## config.mk

```make
export PLATFORM = sky130hd
export DESIGN_NAME = picorv32_freeahb_bridge
export DESIGN_NICKNAME = d
export VERILOG_FILES = /design/src/rtl/picorv_ahb_pkg.sv /design/src/rtl/picorv_wstrb_splitter.sv /design/src/rtl/picorv32_freeahb_bridge.sv
export SDC_FILE = /design/constraint.sdc
export NUM_CORES = 1
export LEC_CHECK = 0
export BUFFER_PORTS_ARGS = -buffer_cell sky130_fd_sc_hd__buf_2
export CORE_MARGIN = 2
export CORE_UTILIZATION = 50
export DETAILED_ROUTE_END_ITERATION = 12
export GPL_ROUTABILITY_DRIVEN = 0
export HOLD_SLACK_MARGIN = 0.12
export PLACE_DENSITY = 0.86
export REMOVE_ABC_BUFFERS = 1
export SETUP_SLACK_MARGIN = 0.2
export SLEW_MARGIN = 5
export SYNTH_ARGS = -nofsm -noshare
export SYNTH_HDL_FRONTEND = slang
export SYNTH_SLANG_ARGS = --single-unit
export TNS_END_PERCENT = 20
```

## constraint.sdc

```tcl
create_clock -name clk -period 2.7 [get_ports clk]
set_clock_uncertainty 0.2 [all_clocks]
set_input_delay 0 -clock clk [delete_from_list [all_inputs] [get_ports clk]]
set_output_delay 0 -clock clk [all_outputs]
set_load 0.01 [all_outputs]
```

## src/rtl/picorv_ahb_pkg.sv

```systemverilog
// Shared types and constants for the PicoRV32 to FreeAHB bridge.
package picorv_ahb_pkg;

   typedef enum logic [2:0] {
      IDLE,
      RD_REQ,
      RD_WAIT,
      WR_REQ,
      WR_DRAIN,
      RESP
   } state_t;

   localparam logic [2:0]  SIZE_BYTE = 3'd0;
   localparam logic [2:0]  SIZE_HALF = 3'd1;
   localparam logic [2:0]  SIZE_WORD = 3'd2;

   localparam logic [31:0] ERR_RDATA = 32'hDEADBEEF;

endpackage

```

## src/rtl/picorv_wstrb_splitter.sv

```systemverilog
// Picks the next aligned byte/halfword/word piece from a remaining strobe mask
// and places its bytes on the AHB lanes that match the piece address.
module picorv_wstrb_splitter
   import picorv_ahb_pkg::*;
#(
   parameter bit BIG_ENDIAN = 1'b0
) (
   input  logic [3:0]  mask,
   input  logic [31:0] wdata,
   output logic [2:0]  size,
   output logic [1:0]  offset,
   output logic [31:0] lane_data,
   output logic [3:0]  mask_next
);

   logic [1:0]  lane;
   logic [1:0]  last;
   logic [3:0]  sel;
   logic [3:0]  sel_src;
   logic [31:0] data_src;

   always_comb begin
      lane = 2'd0;
      casez (mask)
         4'b???1: lane = 2'd0;
         4'b??10: lane = 2'd1;
         4'b?100: lane = 2'd2;
         4'b1000: lane = 2'd3;
         default: lane = 2'd0;
      endcase
   end

   always_comb begin
      size = SIZE_BYTE;
      last = 2'd0;
      sel  = 4'b0001 << lane;
      if (mask == 4'b1111) begin
         size = SIZE_WORD;
         last = 2'd3;
         sel  = 4'b1111;
      end else if (!lane[0] && mask[{lane[1], 1'b1}]) begin
         size = SIZE_HALF;
         last = 2'd1;
         sel  = 4'b0011 << lane;
      end
   end

   // Big-endian lane i lives at offset 3-i, so the piece starts at its highest lane.
   assign offset    = BIG_ENDIAN ? 2'(2'd3 - lane - last) : lane;
   assign mask_next = mask & ~sel;

   assign sel_src  = BIG_ENDIAN ? {sel[0], sel[1], sel[2], sel[3]} : sel;
   assign data_src = BIG_ENDIAN ? {wdata[7:0], wdata[15:8], wdata[23:16], wdata[31:24]} : wdata;

   assign lane_data = data_src & {{8{sel_src[3]}}, {8{sel_src[2]}}, {8{sel_src[1]}}, {8{sel_src[0]}}};

endmodule

```

## src/rtl/picorv32_freeahb_bridge.sv

```systemverilog
// PicoRV32 native memory interface to FreeAHB master bridge with write-strobe
// coalescing and registered read data. Optional watchdog: PICORV_AHB_TIMEOUT_EN.
//
// state    | meaning
// ---------+--------------------------------------------------------------
// IDLE     | waiting for mem_valid; request fields captured on entry out
// RD_REQ   | word read request presented, waiting for freeahb_next
// RD_WAIT  | read accepted, waiting for freeahb_ready
// WR_REQ   | write pieces presented back to back until the mask is empty
// WR_DRAIN | last write accepted, waiting for its data phase to finish
// RESP     | one-cycle mem_ready pulse
module picorv32_freeahb_bridge
   import picorv_ahb_pkg::*;
#(
   parameter bit          BIG_ENDIAN     = 1'b0,
   parameter logic [31:0] RD_MIN_LEN     = 32'd32,
   parameter logic [3:0]  INSTR_PROT     = 4'b0000,
   parameter logic [3:0]  DATA_PROT      = 4'b0001,
   parameter int          TIMEOUT_CYCLES = 1024
) (
   input  logic        clk,
   input  logic        resetn,
   input  logic        mem_valid,
   input  logic        mem_instr,
   input  logic [31:0] mem_addr,
   input  logic [31:0] mem_wdata,
   input  logic [3:0]  mem_wstrb,
   output logic        mem_ready,
   output logic [31:0] mem_rdata,
   output logic        freeahb_valid,
   output logic        freeahb_write,
   output logic        freeahb_read,
   output logic [31:0] freeahb_addr,
   output logic [31:0] freeahb_wdata,
   output logic [2:0]  freeahb_size,
   output logic [31:0] freeahb_min_len,
   output logic        freeahb_cont,
   output logic        freeahb_lock,
   output logic [3:0]  freeahb_prot,
   input  logic        freeahb_next,
   input  logic        freeahb_ready,
   input  logic [31:0] freeahb_rdata,
   output logic        bus_err
);

   state_t      state, state_next;
   logic [29:0] addr_q;
   logic [31:0] wdata_q;
   logic [3:0]  mask_q;
   logic        instr_q;
   logic        timeout;

   logic [2:0]  pc_size;
   logic [1:0]  pc_offset;
   logic [31:0] pc_data;
   logic [3:0]  pc_mask_next;

   logic        unused_addr_lsb;
   assign unused_addr_lsb = ^mem_addr[1:0];

   assign freeahb_cont = 1'b0;
   assign freeahb_lock = 1'b0;

   picorv_wstrb_splitter #(
      .BIG_ENDIAN (BIG_ENDIAN)
   ) u_splitter (
      .mask      (mask_q),
      .wdata     (wdata_q),
      .size      (pc_size),
      .offset    (pc_offset),
      .lane_data (pc_data),
      .mask_next (pc_mask_next)
   );

`ifdef PICORV_AHB_TIMEOUT_EN
   localparam int              CW      = $clog2(TIMEOUT_CYCLES) + 1;
   localparam logic [CW-1:0]   TC_LOAD = CW'(TIMEOUT_CYCLES - 1);

   logic [CW-1:0] tmo_cnt;

   // Reloads on every state change, so each waiting state gets its own budget.
   always_ff @(posedge clk or negedge resetn) begin
      if (!resetn)
         tmo_cnt <= TC_LOAD;
      else if (state_next != state)
         tmo_cnt <= TC_LOAD;
      else if (tmo_cnt != '0)
         tmo_cnt <= tmo_cnt - CW'(1);
   end

   assign timeout = (state inside {RD_REQ, RD_WAIT, WR_REQ, WR_DRAIN}) && (tmo_cnt == '0);

   always_ff @(posedge clk or negedge resetn) begin
      if (!resetn)
         bus_err <= 1'b0;
      else if (timeout)
         bus_err <= 1'b1;
   end
`else
   assign timeout = 1'b0;
   assign bus_err = 1'b0;
`endif

   always_ff @(posedge clk or negedge resetn) begin
      if (!resetn) begin
         state   <= IDLE;
         addr_q  <= '0;
         wdata_q <= '0;
         mask_q  <= '0;
         instr_q <= 1'b0;
      end else begin
         state <= state_next;
         if (state == IDLE && mem_valid) begin
            addr_q  <= mem_addr[31:2];
            wdata_q <= mem_wdata;
            mask_q  <= mem_wstrb;
            instr_q <= mem_instr;
         end else if (state == WR_REQ && freeahb_next) begin
            mask_q <= pc_mask_next;
         end
      end
   end

   always_ff @(posedge clk or negedge resetn) begin
      if (!resetn)
         mem_rdata <= '0;
      else if (timeout)
         mem_rdata <= ERR_RDATA;
      else if (state == RD_WAIT && freeahb_ready)
         mem_rdata <= freeahb_rdata;
   end

   always_comb begin
      state_next      = state;
      mem_ready       = 1'b0;
      freeahb_valid   = 1'b0;
      freeahb_write   = 1'b0;
      freeahb_read    = 1'b0;
      freeahb_addr    = '0;
      freeahb_wdata   = '0;
      freeahb_size    = SIZE_BYTE;
      freeahb_min_len = '0;
      freeahb_prot    = '0;

      if (state != IDLE)
         freeahb_prot = instr_q ? INSTR_PROT : DATA_PROT;

      case (state)
         IDLE: begin
            if (mem_valid)
               state_next = (mem_wstrb == 4'b0000) ? RD_REQ : WR_REQ;
         end
         RD_REQ: begin
            freeahb_valid   = 1'b1;
            freeahb_read    = 1'b1;
            freeahb_size    = SIZE_WORD;
            freeahb_addr    = {addr_q, 2'b00};
            freeahb_min_len = RD_MIN_LEN;
            if (freeahb_next)
               state_next = RD_WAIT;
         end
         RD_WAIT: begin
            if (freeahb_ready)
               state_next = RESP;
         end
         WR_REQ: begin
            freeahb_valid   = 1'b1;
            freeahb_write   = 1'b1;
            freeahb_size    = pc_size;
            freeahb_addr    = {addr_q, pc_offset};
            freeahb_wdata   = pc_data;
            freeahb_min_len = 32'd8 << pc_size;
            if (freeahb_next && pc_mask_next == 4'b0000)
               state_next = WR_DRAIN;
         end
         WR_DRAIN: begin
            if (freeahb_next)
               state_next = RESP;
         end
         RESP: begin
            mem_ready  = 1'b1;
            state_next = IDLE;
         end
         default: state_next = IDLE;
      endcase

      if (timeout) begin
         freeahb_valid = 1'b0;
         freeahb_read  = 1'b0;
         freeahb_write = 1'b0;
         state_next    = RESP;
      end
   end

endmodule

```

==> results.cfg <==
[flow_run]
drv_cap = 0

[worst_setup_path]
cp_top_family = compound AO/OA/AOI/OAI gates
crit_path_top_delay_cell = dfrtp_1
critical_path.max_fanout = 17
cp_num_cells = 5
critPathCapture = state[2]
crit_arrival_ns = 2.46
critPathLaunchType = flop
startpoint = mask_q[1]
reg2reg_to = state[2]
reg2reg_from = mask_q[1]
critPathRequiredTime_ns = 2.75
reg2reg_setup_slack_ns = 0.29
reg2regPathDepth = 5
crit_buf_inv = 1
max_stage_delay_ns = 0.59
critPathKind = flop to flop
worst_setup_path_end_kind = flop
cp_cell_sequence = and4_1 > o21ai_0 > o22ai_1 > a32o_1 > dlygate4sd3_1

[floorplanning]
start_util = 0.518
die_w_um = 105
core_um2 = 9860
rows = 36
io_pins = 248
die_area_um2 = 11000
die_h_um = 105

[sta]
rsz0062_at_grt = true
final_hold_viol_count = 0
drv_slew = 0
tightest_slew_ns = 0.522
period_needed_ns = 2.41
slew_headroom = 0.652
whs_ns = 0.196
fmax_mhz = 414
setup_viol = 0
period_share = 0.894

[cts]
ctsLongestPathBuffers = 2
cts_max_level = 3
cts_buffers = 9
insertion_delay_ns = 0.35
cts_root_buf = clkbuf_8
tritoncts = built
cts.sink_count = 102
clkTransAtPathRegs_ns = 0.12

[placed_design]
place_area_um2 = 6040
port_buffers = 209
dp_hpwl_um = 8200

[synthesis]
syn_area_per_cell_um2 = 13.3
synth_commonest_cells = 102 x dfrtp_1, 60 x mux2_4, 55 x and2_1, 40 x buf_4, 32 x mux2_2
yosys.area.top_type_share = 0.500
synth.most_common_cell = dfrtp_1
ys_warn_count = 0
yosys.area.top_type = dfrtp_1
synth_edf_count = 0
syn_inst = 384
synthTopCellsByArea = dfrtp_1 50%, mux2_4 18%, mux2_2 7.1%, and2_1 6.7%, buf_4 5.9%
synth_cell_types = 36
syn_area_um2 = 5110
async_flop_share = 1.00
synthFlopType = dfrtp_1
ys_ff_latch = 102
yosysSeqAreaShare = 0.500

[cells_and_area]
final_nets = 794
area_delta_synth_final_pct = 44.3
finalCoreUtilization = 0.747
drive_gt1_frac = 0.475
postLayoutCellArea_um2 = 7370

[global_route]
grt_max_degree = 71
grt_pass1_wl_um = 21300
grt_pass1_vias = 4279
antenna_found_initial = 0
grt_usage = 0.246
grt_overflow = 0

[power]
power_mw = 7.31
cellLeakagePower_nw = 3.77
p_per_area_nw_per_um2 = 992
peakVddDrop_mv = 0.563

[drt]
first_pass_iters = 5
drcViolationCount = 0
via_count = 4009
avgViaCountPerCell = 4.85
avgRoutedWirePerCell_um = 16.5
drt_iter0_markers = 236
wl_um = 13600
ant_nets = 0

[outcome]
run_status = completed

[worst_hold_path]
hp-class = input pin to flop
through the flow:
step	cells	setup WS (ns)	setup TNS [ns]
6_report	827	0.286	0
5_1_grt	826	0.102	0
4_1_cts	826	0.306	0
3_5_place_dp	704	0.592	0
3_3_place_gp	704	0.637	0
2_1_floorplan	359	-1.20	-78.21
flip-flops by register name, summed over array words and instances, names as in the netlist:
signal and cells:
addr_q 30, instr_q 1, mask_q 4, mem_rdata 32, state 3, wdata_q 32
power breakdown:
group	total, mW	switching [mW]	internal (mW)
combinational	3.26	1.39	1.87
sequential	2.87	0.570	2.30
clock	1.17	0.545	0.629
how the worst min path moves through the flow:
stage	start	to	cells after the start
6_report	mem_wdata[4]	wdata_q[4]	3
5_1_grt	freeahb_rdata[2]	mem_rdata[2]	3
4_1_cts	mem_addr[14]	addr_q[12]	3
3_5_place_dp	resetn	wdata_q[25]	1
3_3_place_gp	resetn	wdata_q[23]	1
2_1_floorplan	resetn	addr_q[0]	0
cell families (layout without fill, tap and decap cells):
logic type,after synthesis,after routing,share of synthesized area
mux,96,96,0.256
buf+inv,64,338,0.0941
simple gates,97,97,0.120
xor+xnor,1,1,0.00172
flops,102,102,0.500
other cells,1,37,0.000734
compound gates,23,23,0.0279
worst min-delay path: stages:
cell           delay, ns
dlygate4sd3_1       0.52
buf_2               0.09
mux2_4              0.12
per-layer routing:
metal / wire (µm) / up-vias / GRT usage
li1: - / 1837 / -
met1: 5010 / 1913 / 0.263
met2: 7020 / 209 / 0.435
met3: 994 / 50 / 0.0717
met4: 612 / 0 / 0.132
met5: 0 / - / 0
cell usage in the layout, fill, tap and decap left out, types with 2 or more instances in the layout:
cell type / Yosys / routed
and3_1: 11 / 11
o22ai_1: 2 / 2
nor3_1: 3 / 3
a21oi_1: 4 / 4
buf_4: 40 / 2
mux2_2: 32 / 32
a22o_1: 2 / 2
bufinv_16: 0 / 3
dlygate4sd3_1: 0 / 105
conb_1: 1 / 36
inv_1: 4 / 3
and2_1: 55 / 54
inv_6: 0 / 2
o21ai_0: 10 / 10
mux2_1: 3 / 3
nor2_1: 13 / 12
clkinvlp_4: 0 / 2
dfrtp_1: 102 / 102
nand2_1: 4 / 4
buf_12: 0 / 3
buf_2: 6 / 208
a211oi_1: 2 / 2
clkbuf_8: 0 / 9
mux2_4: 60 / 60
cell type report:
class	instances	area [µm²]
inverter	4	18.8
tap	133	166
timing repair buffer	318	2170
sequential	102	2550
multi-input combinational	253	2210
fill	583	2500
clock buffer	9	124
clock inverter	7	126
antenna	1	2.50
timing repair:
action | in CTS | in global routing
endpoints found under the setup margin | 0 | 40
gates resized for setup | 0 | 2
endpoints found under the hold margin | 204 | 0
setup buffers | 0 | 0
hold buffers | 106 | 0
Power figures use the tool's default switching activity.
